[src/rtl/moving_average_pkg.sv]
// Shared constants and helpers for the moving-average block: window length,
// accumulator width and the sign extension used to feed the running sum.
package moving_average_pkg;

    localparam int DEF_N         = 16;
    localparam int DEF_LOG2_TAPS = 3;
    localparam int TAPS          = 1 << DEF_LOG2_TAPS;
    localparam int SUM_W         = DEF_N + DEF_LOG2_TAPS;

    function automatic int taps_of(input int log2_taps);
        return 1 << log2_taps;
    endfunction

    // Widening by LOG2_TAPS bits holds TAPS full-scale samples of either sign.
    function automatic int sum_w_of(input int n, input int log2_taps);
        return n + log2_taps;
    endfunction

    function automatic logic signed [SUM_W-1:0] sext_to_sum(input logic signed [DEF_N-1:0] x);
        return SUM_W'(x);
    endfunction

endpackage

[src/rtl/sample_ring_buffer.sv]
// TAPS x N circular sample store. The entry at the write pointer is the oldest
// sample and is presented combinationally, so it is read before being overwritten.
module sample_ring_buffer
    import moving_average_pkg::*;
#(
    parameter int N         = DEF_N,
    parameter int LOG2_TAPS = DEF_LOG2_TAPS
) (
    input  logic                clk,
    input  logic                reset,
    input  logic                i_wr_en,
    input  logic signed [N-1:0] i_din,
    output logic signed [N-1:0] o_oldest
);

    localparam int L_TAPS = taps_of(LOG2_TAPS);

    logic signed [N-1:0]    r_mem [L_TAPS];
    logic [LOG2_TAPS-1:0]   r_wr_ptr;

    // Zeroed entries let missing taps contribute nothing during the fill phase.
    always_ff @(posedge clk) begin
        if (reset) begin
            for (int i = 0; i < L_TAPS; i++) begin
                r_mem[i] <= '0;
            end
            r_wr_ptr <= '0;
        end else if (i_wr_en) begin
            r_mem[r_wr_ptr] <= i_din;
            r_wr_ptr        <= r_wr_ptr + LOG2_TAPS'(1);
        end
    end

    assign o_oldest = r_mem[r_wr_ptr];

endmodule

[src/rtl/moving_average_accum.sv]
// 2^LOG2_TAPS-point moving average using a running sum over a circular buffer,
// with a registered floor-divided output, a one-cycle valid pulse and a sticky full flag.
module moving_average_accum
    import moving_average_pkg::*;
#(
    parameter int N         = DEF_N,
    parameter int LOG2_TAPS = DEF_LOG2_TAPS
) (
    input  logic                clk,
    input  logic                reset,
    input  logic                in_valid,
    input  logic signed [N-1:0] sig_in,
    output logic                out_valid,
    output logic signed [N-1:0] avg_out,
    output logic                window_full
);

    localparam int L_TAPS  = taps_of(LOG2_TAPS);
    localparam int L_SUM_W = sum_w_of(N, LOG2_TAPS);
    localparam int CNT_W   = LOG2_TAPS + 2;
    localparam logic [CNT_W-1:0] FILL_MAX = CNT_W'(L_TAPS);

    function automatic logic signed [L_SUM_W-1:0] to_sum(input logic signed [N-1:0] x);
        return L_SUM_W'(x);
    endfunction

    // Arithmetic shift floors toward minus infinity; the quotient always fits N bits.
    function automatic logic signed [N-1:0] floor_avg(input logic signed [L_SUM_W-1:0] s);
        return N'(s >>> LOG2_TAPS);
    endfunction

    logic signed [N-1:0]       w_oldest;
    logic signed [L_SUM_W-1:0] w_sum_next;

    logic signed [L_SUM_W-1:0] r_sum;
    logic [CNT_W-1:0]          r_fill;
    logic signed [N-1:0]       r_avg_p1;
    logic                      r_vld_p1;
    logic                      r_full;

    sample_ring_buffer #(
        .N         (N),
        .LOG2_TAPS (LOG2_TAPS)
    ) u_ring (
        .clk      (clk),
        .reset    (reset),
        .i_wr_en  (in_valid),
        .i_din    (sig_in),
        .o_oldest (w_oldest)
    );

    assign w_sum_next = r_sum + to_sum(sig_in) - to_sum(w_oldest);

    // Stage p1: accumulator update and registered outputs, one clock after accept.
    always_ff @(posedge clk) begin
        if (reset) begin
            r_sum    <= '0;
            r_fill   <= '0;
            r_avg_p1 <= '0;
            r_vld_p1 <= 1'b0;
            r_full   <= 1'b0;
        end else begin
            r_vld_p1 <= in_valid;
            if (in_valid) begin
                r_sum    <= w_sum_next;
                r_avg_p1 <= floor_avg(w_sum_next);
                if (r_fill != FILL_MAX) begin
                    r_fill <= r_fill + CNT_W'(1);
                end
                if (r_fill == FILL_MAX - CNT_W'(1)) begin
                    r_full <= 1'b1;
                end
            end
        end
    end

    assign out_valid   = r_vld_p1;
    assign avg_out     = r_avg_p1;
    assign window_full = r_full;

endmodule

[config.mk]
export PLATFORM = sky130hd
export DESIGN_NAME = moving_average_accum
export DESIGN_NICKNAME = d
export VERILOG_FILES = /design/src/rtl/moving_average_pkg.sv /design/src/rtl/sample_ring_buffer.sv /design/src/rtl/moving_average_accum.sv
export SDC_FILE = /design/constraint.sdc
export NUM_CORES = 1
export LEC_CHECK = 0
export CORE_MARGIN = 8
export CORE_UTILIZATION = 45
export DETAILED_ROUTE_END_ITERATION = 8
export SYNTH_ARGS = -nofsm -noshare
export SYNTH_HDL_FRONTEND = slang
export SYNTH_SLANG_ARGS = --single-unit
[constraint.sdc]
create_clock -name clk -period 5 [get_ports clk]
set_input_delay 1 -clock clk [delete_from_list [all_inputs] [get_ports clk]]
set_output_delay 1 -clock clk [all_outputs]
set_load 0.02 [all_outputs]
* Yosys cells after proc, flatten, opt, wreduce, memory -nomap -nowiden *
Memory sizes are Yosys's and may differ from the RTL's. A register that Yosys moved wholly into a read port is not among the register bits.
Index checks and enable logic that the tools add are counted.

word-level totals
  memories kept = 1
  logic and storage cells = 26
  bits in writable memories = 128
  bits of input ports = 19
  output and inout port bits = 18
  flip-flop bits (word level) = 45

memory list
  memory        depth  bits a word  rd ports  clocked after Yosys merged registers in  wr ports  RTL line                  RTL
  u_ring.r_mem  8      16           1         1                                        8         sample_ring_buffer.sv:18  logic signed [N-1:0] r_mem [L_TAPS];

operators by class
  reduce and logical (&&, ||, !) cells = 3
  muxes and demuxes = 10
  equality and inequality tests = 2
  add/subtract/negate cells = 4

operators by type and width
  kind                 number
  $add 19x16->19       1
  $sub 19x16->19       1
  $mux 16              1
  $reduce_or 16->1     1
  $mux 3               3
  $mux 1               6
  $add 5x1->5 const B  1
  $eq 5x3->1 const B   1
  $ne 5x4->1 const B   1
  $reduce_and 2->1     2
  $add 3x1->3 const B  1

* Depth between registers and ports, before layout *
Gate-level depths: netlist of the first run.

  depth after elaboration = 5
  gate-level depth with buffers = 15
  gate-level depth less buffers = 12

* Hierarchy *
A second synthesis of the first run with hierarchy kept.

second synthesis, totals
  cells, all modules = 732
  area, all modules = 8740.9 sq um

by module, submodules not included
  module                area an instance (sq um)  seq. area each (sq um)  cells each  instances
  sample_ring_buffer    6025.8                    3963.8                  389         1
  moving_average_accum  2715.1                    520.5                   343         1

* Least setup slack after synthesis of the first run *
No wires, ideal clock.

  path type = reg2reg
  start = reg with a tool-made name
  end = reg r_sum[18]
  required time = 4.879 ns
  slack = 0.937 ns
  period minus slack after synthesis = 4.063 ns
  stages on the path, launching flop included = 14
  arrival = 3.942 ns
  buffers on the path = 2
  library setup time = 0.121 ns
  cell sequence = dfxtp_1 > clkbuf_1 > buf_2 > mux4_2 > mux2_2 > fa_1 > inv_1 > fa_1 > a21o_1 > a221oi_4 > nor4b_2 > or3b_1 > nand3_2 > mux2_4

RTL lines
  element               RTL line                    RTL
  end signal, assigned  moving_average_accum.sv:65  r_sum <= w_sum_next;
  end, declared         moving_average_accum.sv:35  logic signed [L_SUM_W-1:0] r_sum;

==> results of run 1 <==
[layout by cell type (no fill, tap or decap), types with 3 or more instances in the layout]
| master | synthesis | routed |
|---|---|---|
| nor3_1 | 94 | 94 |
| nor4_1 | 30 | 30 |
| a21o_1 | 11 | 11 |
| a211oi_1 | 3 | 3 |
| bufinv_16 | 0 | 4 |
| nand4_1 | 6 | 6 |
| dfxtp_1 | 32 | 31 |
| and3_1 | 6 | 6 |
| a21oi_1 | 17 | 17 |
| clkinv_1 | 14 | 14 |
| mux4_2 | 32 | 32 |
| nand2_1 | 21 | 20 |
| edfxtp_1 | 128 | 128 |
| clkinv_2 | 0 | 3 |
| nor2_1 | 30 | 30 |
| mux2i_1 | 11 | 11 |
| ha_1 | 23 | 23 |
| o21ai_1 | 0 | 6 |
| and2_1 | 16 | 16 |
| or4_1 | 3 | 3 |
| nor2b_1 | 3 | 3 |
| clkdlybuf4s50_1 | 0 | 36 |
| fa_1 | 18 | 18 |
| xor2_1 | 7 | 7 |
| mux2_2 | 14 | 14 |
| inv_1 | 57 | 57 |
| buf_4 | 17 | 28 |
| clkinv_4 | 0 | 4 |
| a31oi_1 | 5 | 5 |
| nand3_1 | 6 | 6 |
| o211ai_1 | 3 | 3 |
| o21ai_0 | 14 | 8 |
| xnor2_1 | 7 | 7 |
| clkbuf_16 | 0 | 17 |
[power breakdown]
part	internal (W)	total, W	switching (W)
Combinational	0.000657	0.00159	0.000931
Clock	0.000838	0.00138	0.000540
Sequential	0.00154	0.00161	0.0000635
Total	0.00304	0.00457	0.00153
[routing by layer]
layer  share of wire, %  routed length (um)  vias up
met1                 45                9601     2938
met3                6.1                1312       24
li1                   -                   -     2668
met5                  0                   0        -
met4                1.3                 272        0
met2                 48               10370      215
[state kept, by name, indices dropped and copies added, names as in the netlist, named ones only]
signal and cells:
u_ring.r_mem 128, r_sum 19, r_fill 5, u_ring.r_wr_ptr 3, out_valid 1, window_full 1
[worst max-delay path, stage by stage, from the launching register on]
cell and delay [ns]:
dfxtp_2 0.66, buf_12 0.23, mux4_2 0.52, mux2_2 0.33
fa_1 0.49, inv_1 0.05, ha_1 0.42, a21oi_1 0.35
o21ai_0 0.24, a311oi_1 0.44, a2111oi_0 0.17, a311o_1 0.30
[metrics by stage]
step	setup WS [ns]	util, %	cell area (um^2)	instances	hold slack [ns]
global placement	0.6635	48.88	9174	947	0.4553
CTS	0.6970	52.18	9793	979	0.4947
detailed placement	0.5753	48.88	9174	947	0.4788
floorplan	0.9370	-	8610	720	0.4544
finish	0.6802	52.18	9793	979	0.4854
global route	0.3902	52.18	9793	979	0.5096
[layout make-up]
cell class	instances	area, um^2
Fill cell	1617	8975
Sequential cell	160	4486
Multi-Input combinational cell	416	3518
Timing Repair Buffer	66	610.6
Clock buffer	19	432.9
Tap cell	234	292.8
Inverter	71	266.5
Clock inverter	13	186.4
[final timing paths]
check | from | end | slack [ns] | cells after the start
worst max-delay path | flop | r_sum[17]$_SDFFE_PP0P_ | 0.68 | 11
worst min-delay path | window_full$_SDFFE_PP0P_ | window_full$_SDFFE_PP0P_ | 0.49 | 2
worst max register to register | flop | r_sum[17]$_SDFFE_PP0P_ | 0.68 | 11
worst min register to register | window_full$_SDFFE_PP0P_ | window_full$_SDFFE_PP0P_ | 0.49 | 2
[cells by family (layout without fill, tap and decap cells)]
group	after synthesis	after routing
buf+inv	144	169
mux	58	58
simple gates	229	229
compound gates	74	74
xor+xnor	14	14
fa+ha+maj	41	41
flops	160	160
==> results.py, run 1 <==
metrics = {
    "sta": {
        "finalSetupViolCount": 0,
        "final_max_slew_viol_count": 0,
        "clock_skew_ns": 0.01005,
        "rsz0062_at_grt": "no",
        "max-slew-margin-rel_pct": 40.96,
        "max_slew.worst_pin.slew_ns": 0.8856,
        "fin_crit_ns": 4.320,
        "report.final.hold_viol_count": 0,
        "fmaxAchievable_mhz": 231.5,
        "setup-tns-final_ns": 0,
        "period_share_pct": 86.40,
    },
    "grt": {
        "grt_pass1_vias": 5888,
        "antenna_found_initial": 0,
        "gr-usage-met2_pct": 29.82,
        "grt_max_degree": 63,
        "track_usage_pct": 18.53,
        "grtUsageMet3_pct": 3.427,
        "busiest_layer": "met2",
        "grt_pass1_wl_um": 33820,
        "overflow": 0,
        "grtUsageMet1_pct": 25.27,
    },
    "die": {
        "dieArea_um2": 23810,
        "coreArea_um2": 18770,
        "die_w_um": 154.3,
        "start_util_pct": 45.87,
        "std_cell_rows": 50,
        "fp.dieH_um": 154.3,
        "io_pins": 37,
    },
    "synth": {
        "synth_mux_area_share_pct": 11.66,
        "synth_common_cells": "128 x edfxtp_1, 94 x nor3_1, 57 x inv_1",
        "synthArstFlopShare_pct": 0,
        "synth_top_area_share_pct": 44.64,
        "synth_edf_count": 128,
        "synth_nets": 780,
        "synth-main-ff-cell": "edfxtp_1",
        "synth_top_family_by_area": "simple AND/OR/NAND/NOR gates",
        "yosysMostFrequentCell": "edfxtp_1",
        "synth_xor_area_share_pct": 1.424,
        "yosysWarningCount": 0,
        "synth_top_cell_by_area": "edfxtp_1",
        "yosysSeqAreaShare_pct": 52.09,
        "synthesis.instances": 720,
        "ys_types": 58,
        "synth_compound_area_share_pct": 6.060,
        "ys_ff_latch": 160,
        "synth-simple-area-share_pct": 14.10,
        "synth_fa_ha_area_share_pct": 7.528,
        "avgSynthCellArea_um2": 11.96,
        "syn_area_um2": 8610,
        "synthTopCellsByArea": "edfxtp_1 45%, mux4_2 8.4%, dfxtp_1 7.4%, nor3_1 5.5%, fa_1 4.2%",
    },
    "drt": {
        "drc": 0,
        "wl_um": 21560,
        "wl_per_cell_um": 22.02,
        "via_per_inst": 5.970,
        "antenna_left": 0,
        "drtPass1Iterations": 5,
        "drt_iter0_markers": 526,
        "vias": 5845,
    },
    "worst_setup_path": {
        "cp-end-kind": "flop",
        "startpoint_type": "flop",
        "cp.required_ns": 5.31,
        "crit_type": "flop to flop",
        "worstPathArrival_ns": 4.63,
        "path_max_fanout": 12,
    },
    "cts": {
        "postCtsSetupBuffers": 0,
        "hold_buffers": 0,
        "insertion_delay_ns": 0.43,
        "cts.sink_count": 160,
        "clkTransAtPathRegs_ns": 0.06,
        "cts_tree": "yes",
        "ctsRootBufferMaster": "clkbuf_16",
        "cts_buffer_depth": 2,
        "ctsHtreeMaxLevel": 4,
        "cts_buffers": 17,
        "post_cts_resized": 0,
    },
    "placement": {
        "place.detailed.hpwl_um": 13710,
        "portBuffers": 36,
        "place_congestion": 0.8291,
    },
    "power_and_ir_drop": {
        "leakagePower_nw": 3.600,
        "vdd_drop_max_mv": 0.2084,
        "power_density_nw_per_um2": 466.8,
        "power.total_w": 0.004572,
    },
    "layout": {
        "drive_gt1_share_pct": 16.24,
        "nNetsFinal": 792,
        "antennaDiodeCount": 0,
        "syn_to_final_growth_pct": 13.75,
    },
    "outcome": {
        "status": "finished, final reports clean",
    },
    "run": {
        "drv_cap": 0,
    },
    "min_path": {
        "hold_class": "flop to flop",
    },
}
No activity file was read; power rests on OpenSTA's default activity.
==> inputs of run 2 (changes only) <==
CORE_UTILIZATION = 40   (was 45)
DONT_BUFFER_PORTS = 1   (was default)
==> run 2 against run 1 <==
  * Combinational power fell by 13%
  * Critical path depth grew 1
  * Hold slack gained 0.0094 ns
  * Sequential share of layout area increased by 2.1 points
  * Clock skew increased by 0.0018 ns
  * Largest power group unchanged
  * Total power shrank 4.0%
  * Non-clock buffer count decreased by 46
==> results.py, run 2 (synthesis gave the netlist of run 1 again) <==
metrics = {
    "cts": {
        "postCtsSetupBuffers": 0,
        "cts_buffers": 17,
        "ctsRootBufferMaster": "clkbuf_16",
        "cts.sink_count": 160,
        "post_cts_resized": 0,
        "hold_buffers": 0,
        "cts_buffer_depth": 2,
        "clkTransAtPathRegs_ns": 0.07,
        "ctsHtreeMaxLevel": 4,
        "cts_tree": "yes",
        "insertion_delay_ns": 0.43,
    },
    "power_and_ir_drop": {
        "switchingPower_w": 0.001526,
        "p_int_w": 0.002863,
        "swShare_pct": 34.76,
        "vdd_drop_max_mv": 0.2323,
        "clkPwrFrac_pct": 30.4,
        "leakagePower_nw": 3.403,
        "power_density_nw_per_um2": 469.0,
        "combPwrFrac_pct": 31.5,
        "power_frac_seq_pct": 38.1,
    },
    "layout": {
        "final_cell_mix": "128 x edfxtp_1, 94 x nor3_1, 57 x inv_1",
        "nNetsFinal": 746,
        "antennaDiodeCount": 0,
        "largest_register_ffs": 128,
        "syn_to_final_growth_pct": 8.691,
        "nFillCells": 1943,
        "top_regs": "u_ring.r_mem x128, r_sum x19, r_fill x5",
        "final_common_cell": "edfxtp_1",
        "regArea_um2": 4486,
        "top_register": "u_ring.r_mem",
        "drive_gt1_share_pct": 15.88,
        "multi_input_area_um2": 3516,
    },
    "sta": {
        "rsz0062_at_grt": "no",
        "max_slew.worst_pin.slew_ns": 0.8732,
        "setup-tns-final_ns": 0,
        "fin_hold_ws_ns": 0.4947,
        "report.final.hold_viol_count": 0,
        "max-slew-margin-rel_pct": 41.79,
        "finalSetupViolCount": 0,
        "final_max_slew_viol_count": 0,
        "fmaxAchievable_mhz": 233.4,
        "fin_crit_ns": 4.284,
        "period_share_pct": 85.68,
        "clock_skew_ns": 0.01186,
    },
    "min_path": {
        "whs_path_depth": 2,
        "min_from": "r_sum[2]$_SDFFE_PP0P_",
        "min_to": "r_sum[2]$_SDFFE_PP0P_",
        "hold_class": "flop to flop",
    },
    "grt": {
        "overflow": 0,
        "grt_pass1_vias": 5723,
        "grt_pass1_wl_um": 32860,
        "antenna_found_initial": 0,
        "grt_max_degree": 41,
        "track_usage_pct": 16.02,
    },
    "drt": {
        "wl_um": 20590,
        "antenna_left": 0,
        "via_per_inst": 5.808,
        "wl_per_cell_um": 21.14,
        "drt_iter0_markers": 463,
        "drc": 0,
        "vias": 5657,
        "drtPass1Iterations": 7,
    },
    "die": {
        "fp.dieH_um": 162.7,
        "start_util_pct": 40.83,
        "io_pins": 37,
        "dieArea_um2": 26470,
        "coreArea_um2": 21090,
        "std_cell_rows": 53,
        "die_w_um": 162.7,
    },
    "worst_setup_path": {
        "reg2reg_slack_ns": 0.72,
        "path_max_fanout": 12,
        "crit_type": "flop to flop",
        "critPathSlowestCell": "dfxtp_2",
        "cp_num_buf_inv": 2,
        "worstPathArrival_ns": 4.60,
        "slowest_delay_ns": 0.53,
        "worstPathCellList": "buf_4 > mux4_2 > mux2_2 > fa_1 > inv_1 > ha_1 > a21oi_1 > o21bai_1 > nor4_1 > or3b_1 > nand3_2 > mux2_4",
        "cp_top_family": "multiplexers",
        "reg2reg_depth": 12,
        "cp.required_ns": 5.31,
        "cp-end-kind": "flop",
        "reg2reg_to": "r_sum[18]$_SDFFE_PP0P_",
        "startpoint_type": "flop",
    },
    "placement": {
        "portBuffers": 0,
        "place_congestion": 0.8371,
        "place.detailed.hpwl_um": 13510,
    },
    "outcome": {
        "status": "finished, final reports clean",
    },
    "run": {
        "drv_cap": 0,
    },
}
-- run 2: cell count changes in the layout (fill, tap and decap cells not counted), sizes merged --
| cell | change |
|---|---|
| buf | -10 |
| bufinv | -2 |
| clkbuf | -2 |
| clkdlybuf4s50 | -36 |
| clkinv | -4 |
| inv | +8 |
-- run 2: worst max path at each step --
| stage | from | end | slack [ns] | cells past startpoint |
|---|---|---|---|---|
| 3_5_place_dp | flop | r_sum[18]$_SDFFE_PP0P_ | 0.71 | 12 |
| 6_report | flop | r_sum[18]$_SDFFE_PP0P_ | 0.72 | 12 |
| 5_1_grt | flop | r_sum[18]$_SDFFE_PP0P_ | 0.49 | 12 |
| 4_1_cts | flop | r_sum[18]$_SDFFE_PP0P_ | 0.71 | 12 |
| 2_1_floorplan | flop | r_sum[18]$_SDFFE_PP0P_ | 0.94 | 13 |
| 3_3_place_gp | flop | r_sum[18]$_SDFFE_PP0P_ | 0.78 | 12 |
-- run 2: power by group through the flow --
stage / registers, W / clock network (W) / logic (W)
6_report: 0.00167 / 0.00134 / 0.00138
5_1_grt: 0.00169 / 0.00141 / 0.00155
4_1_cts: 0.00167 / 0.00134 / 0.00138
3_5_place_dp: 0.00170 / 0 / 0.00137
3_3_place_gp: 0.00170 / 0 / 0.00134
2_1_floorplan: 0.00161 / 0 / 0.00122
-- run 2: per-stage QoR --
step | total power, W | utilization, % | instance area, um^2 | std cells | worst slack (ns)
floorplan | 0.002830 | - | 8610 | 720 | 0.9370
global placement | 0.003042 | 41.55 | 8762 | 942 | 0.7837
detailed placement | 0.003071 | 41.55 | 8762 | 942 | 0.7087
CTS | 0.004399 | 44.38 | 9358 | 974 | 0.7080
global route | 0.004641 | 44.38 | 9358 | 974 | 0.4928
finish | 0.004389 | 44.38 | 9358 | 974 | 0.7162
-- run 2: final cells by class --
type / instances / share of cell area (%)
flip-flops and latches: 160 / 47.93
multi-input cells: 416 / 37.57
clock buffers: 17 / 4.546
well taps: 275 / 3.677
inverters: 71 / 2.848
clock inverters: 15 / 1.818
repair buffers: 20 / 1.604
-- run 2: worst reg2reg max path, delay by kind of cell, from the launching register on --
kind / cells / cell delay [ns]
buffers and inverters: 2 / 0.38
flip-flops: 1 / 0.53
adder cells (fa/ha/maj): 2 / 0.89
AND/OR/NAND/NOR: 3 / 0.73
AO/OA/AOI/OAI: 2 / 0.53
multiplexers: 3 / 1.12
-- run 2: metal layers --
layer	track usage [%]	part of all wire (%)	up-vias
li1	-	-	2580
met1	21.40	44	2863
met2	25.41	47	193
met3	4.550	7.3	21
met4	3.670	1.2	0
met5	0	0	-
==> inputs of run 3 (changes only) <==
ABC_AREA = 1   (was default)
CTS_CLUSTER_DIAMETER = 150   (was default)
==> run 3 against run 2 <==
  * Area after synthesis fell by 0.45%
  * First-iteration DRC count rose by 24%
  * Non-clock buffer count fell by 15
  * Final area fell by 1.8%
  * Count of clock-buffer cells in the layout rose by 1
  * Register-to-register slack improved by 0.62 ns
  * Via count rose by 9.3%
==> results.py, run 3 <==
metrics = {
    "drt": {
        "vias": 6181,
        "wl_um": 20980,
        "drc": 0,
        "drtPass1Iterations": 5,
        "via_per_inst": 5.087,
        "wl_per_cell_um": 17.27,
        "antenna_left": 0,
        "drt_iter0_markers": 572,
    },
    "synth": {
        "ys_ff_latch": 160,
        "yosysSeqAreaShare_pct": 52.32,
        "synth_mux_area_share_pct": 0,
        "yosysMostFrequentCell": "nor2_1",
        "synth_top_area_share_pct": 44.85,
        "synth_xor_area_share_pct": 1.022,
        "synth_top_family_by_area": "simple AND/OR/NAND/NOR gates",
        "yosysWarningCount": 0,
        "synth_fa_ha_area_share_pct": 7.562,
        "avgSynthCellArea_um2": 8.965,
        "synth_nets": 1016,
        "synthesis.instances": 956,
        "synthArstFlopShare_pct": 0,
        "ys_types": 31,
        "synth_edf_count": 128,
        "synth_common_cells": "253 x nor2_1, 128 x edfxtp_1, 111 x inv_1",
        "syn_area_um2": 8571,
        "synth_compound_area_share_pct": 10.04,
        "synth_top_cell_by_area": "edfxtp_1",
        "synthTopCellsByArea": "edfxtp_1 45%, nor2_1 11%, dfxtp_1 7.5%, o21ai_0 5.1%, inv_1 4.9%",
        "synth-main-ff-cell": "edfxtp_1",
        "synth-simple-area-share_pct": 19.58,
    },
    "run": {
        "drv_cap": 0,
    },
    "sta": {
        "max-slew-margin-rel_pct": 37.71,
        "clock_skew_ns": 0.01210,
        "finalSetupViolCount": 0,
        "fin_crit_ns": 3.665,
        "setup_ws_ns": 1.335,
        "report.final.hold_viol_count": 0,
        "rsz0062_at_grt": "no",
        "period_share_pct": 73.31,
        "setup-tns-final_ns": 0,
        "max_slew.worst_pin.slew_ns": 0.9320,
        "final_max_slew_viol_count": 0,
        "fmaxAchievable_mhz": 272.8,
        "fin_hold_ws_ns": 0.4721,
    },
    "grt": {
        "track_usage_pct": 16.33,
        "grt_pass1_wl_um": 33090,
        "antenna_found_initial": 0,
        "grt_pass1_vias": 5878,
        "overflow": 0,
        "grt_max_degree": 65,
    },
    "cts": {
        "cts_buffer_depth": 2,
        "cts_buffers": 17,
        "cts_tree": "yes",
        "cts.sink_count": 160,
        "post_cts_resized": 0,
        "postCtsSetupBuffers": 0,
        "ctsRootBufferMaster": "clkbuf_16",
        "clkTransAtPathRegs_ns": 0.07,
        "insertion_delay_ns": 0.44,
        "hold_buffers": 0,
        "ctsHtreeMaxLevel": 4,
    },
    "min_path": {
        "min_from": "r_sum[0]$_SDFFE_PP0P_",
        "min_to": "r_sum[0]$_SDFFE_PP0P_",
        "whs_path_depth": 2,
        "hold_class": "flop to flop",
    },
    "layout": {
        "drive_gt1_share_pct": 6.383,
        "final_cell_mix": "253 x nor2_1, 128 x edfxtp_1, 111 x inv_1",
        "top_register": "u_ring.r_mem",
        "largest_register_ffs": 128,
        "syn_to_final_growth_pct": 7.256,
        "nNetsFinal": 987,
        "final_common_cell": "nor2_1",
        "nFillCells": 2035,
        "top_regs": "u_ring.r_mem x128, r_sum x19, r_fill x5",
        "antennaDiodeCount": 0,
    },
    "power_and_ir_drop": {
        "power_density_nw_per_um2": 479.6,
        "leakagePower_nw": 4.008,
        "vdd_drop_max_mv": 0.2432,
    },
    "die": {
        "coreArea_um2": 21020,
        "io_pins": 37,
        "dieArea_um2": 26370,
        "start_util_pct": 40.77,
        "die_w_um": 162.4,
        "fp.dieH_um": 162.4,
        "std_cell_rows": 53,
    },
    "worst_setup_path": {
        "cp-end-kind": "flop",
        "reg2reg_slack_ns": 1.33,
        "critPathSlowestCell": "inv_1",
        "startpoint_type": "flop",
        "worstPathCellList": "inv_1 > o21ai_0 > o22ai_1 > inv_1 > o21ai_0 > fa_1 > inv_1 > ha_1 > a21oi_1 > o21ai_0 > a21oi_1 > nand2_1 > nand2_1 > nand3_1 > nand2_1 > inv_1",
        "cp.required_ns": 5.34,
        "reg2reg_depth": 16,
        "crit_type": "flop to flop",
        "critPathMostFrequentCell": "inv_1",
        "cp_num_buf_inv": 4,
        "reg2reg_to": "r_sum[16]$_SDFFE_PP0P_",
        "cp_top_family": "compound AO/OA/AOI/OAI gates",
        "worstPathArrival_ns": 4.01,
        "path_max_fanout": 26,
        "slowest_delay_ns": 0.62,
    },
    "placement": {
        "place_ws_ns": 1.311,
        "portBuffers": 0,
        "place_congestion": 0.7847,
        "place.detailed.hpwl_um": 13520,
    },
    "outcome": {
        "status": "finished, final reports clean",
    },
}
## run 3: changes by cell type in the layout (fill, tap and decap cells not counted), moves of 32 or more
cell / previous run / this run
nor3_1: 94 / 5
o21ai_0: 8 / 87
inv_1: 57 / 111
mux4_2: 32 / 0
nand2_1: 20 / 91
nor2_1: 30 / 253
## run 3: how the worst max path moves through the flow
stage,depth (start not counted),from,to
after floorplan,11,sig_in[1],r_sum[8]$_SDFFE_PP0P_
after global placement,14,flop,r_sum[10]$_SDFFE_PP0P_
after detailed placement,16,flop,r_sum[16]$_SDFFE_PP0P_
after CTS,16,flop,r_sum[16]$_SDFFE_PP0P_
after global routing,14,flop,r_sum[10]$_SDFFE_PP0P_
final,16,flop,r_sum[16]$_SDFFE_PP0P_
## run 3: layout make-up
cell class                 count  area [um^2]  area share (%)
sequential                   160         4486           48.80
multi-input combinational    615         3274           35.62
inverter                     128        480.5           5.227
clock buffer                  18        429.2           4.669
tap                          275        344.1           3.743
clock inverter                14        141.4           1.538
timing repair buffer           5        37.54          0.4083
## run 3: logic make-up (layout without fill, tap and decap cells)
| kind of cell | Yosys count | after routing |
|---|---|---|
| XOR/XNOR | 10 | 10 |
| flip-flops | 160 | 160 |
| AO/OA/AOI/OAI | 163 | 163 |
| AND/OR/NAND/NOR | 401 | 401 |
| buffers and inverters | 181 | 165 |
| adder cells (fa/ha/maj) | 41 | 41 |
## run 3: per-layer routing
layer / up-vias / part of all wire, % / track usage (%)
li1: 3044 / - / -
met1: 2936 / 45 / 21.23
met2: 178 / 47 / 26.46
met3: 23 / 6.1 / 3.488
met4: 0 / 1.6 / 5.808
met5: - / 0 / 0
## run 3: power by group
| part | switching, W | internal [W] |
|---|---|---|
| combinational | 0.000949 | 0.000511 |
| sequential | 0.000128 | 0.00154 |
| clock | 0.000613 | 0.000662 |
## run 3: through the flow
step	cells	area, um^2	utilization [%]	total power [W]
after floorplan	956	8571	-	0.002900
after global placement	1183	8622	41.02	0.003160
after detailed placement	1183	8622	41.02	0.003167
after CTS	1215	9193	43.73	0.004439
after global routing	1215	9193	43.73	0.004716
final	1215	9193	43.73	0.004408
## run 3: tightest hold or removal path: cells and delay by family (launching register included)
kind            cells  cell delay (ns)
buf+inv             1             0.06
flops               1             0.30
compound gates      1             0.06
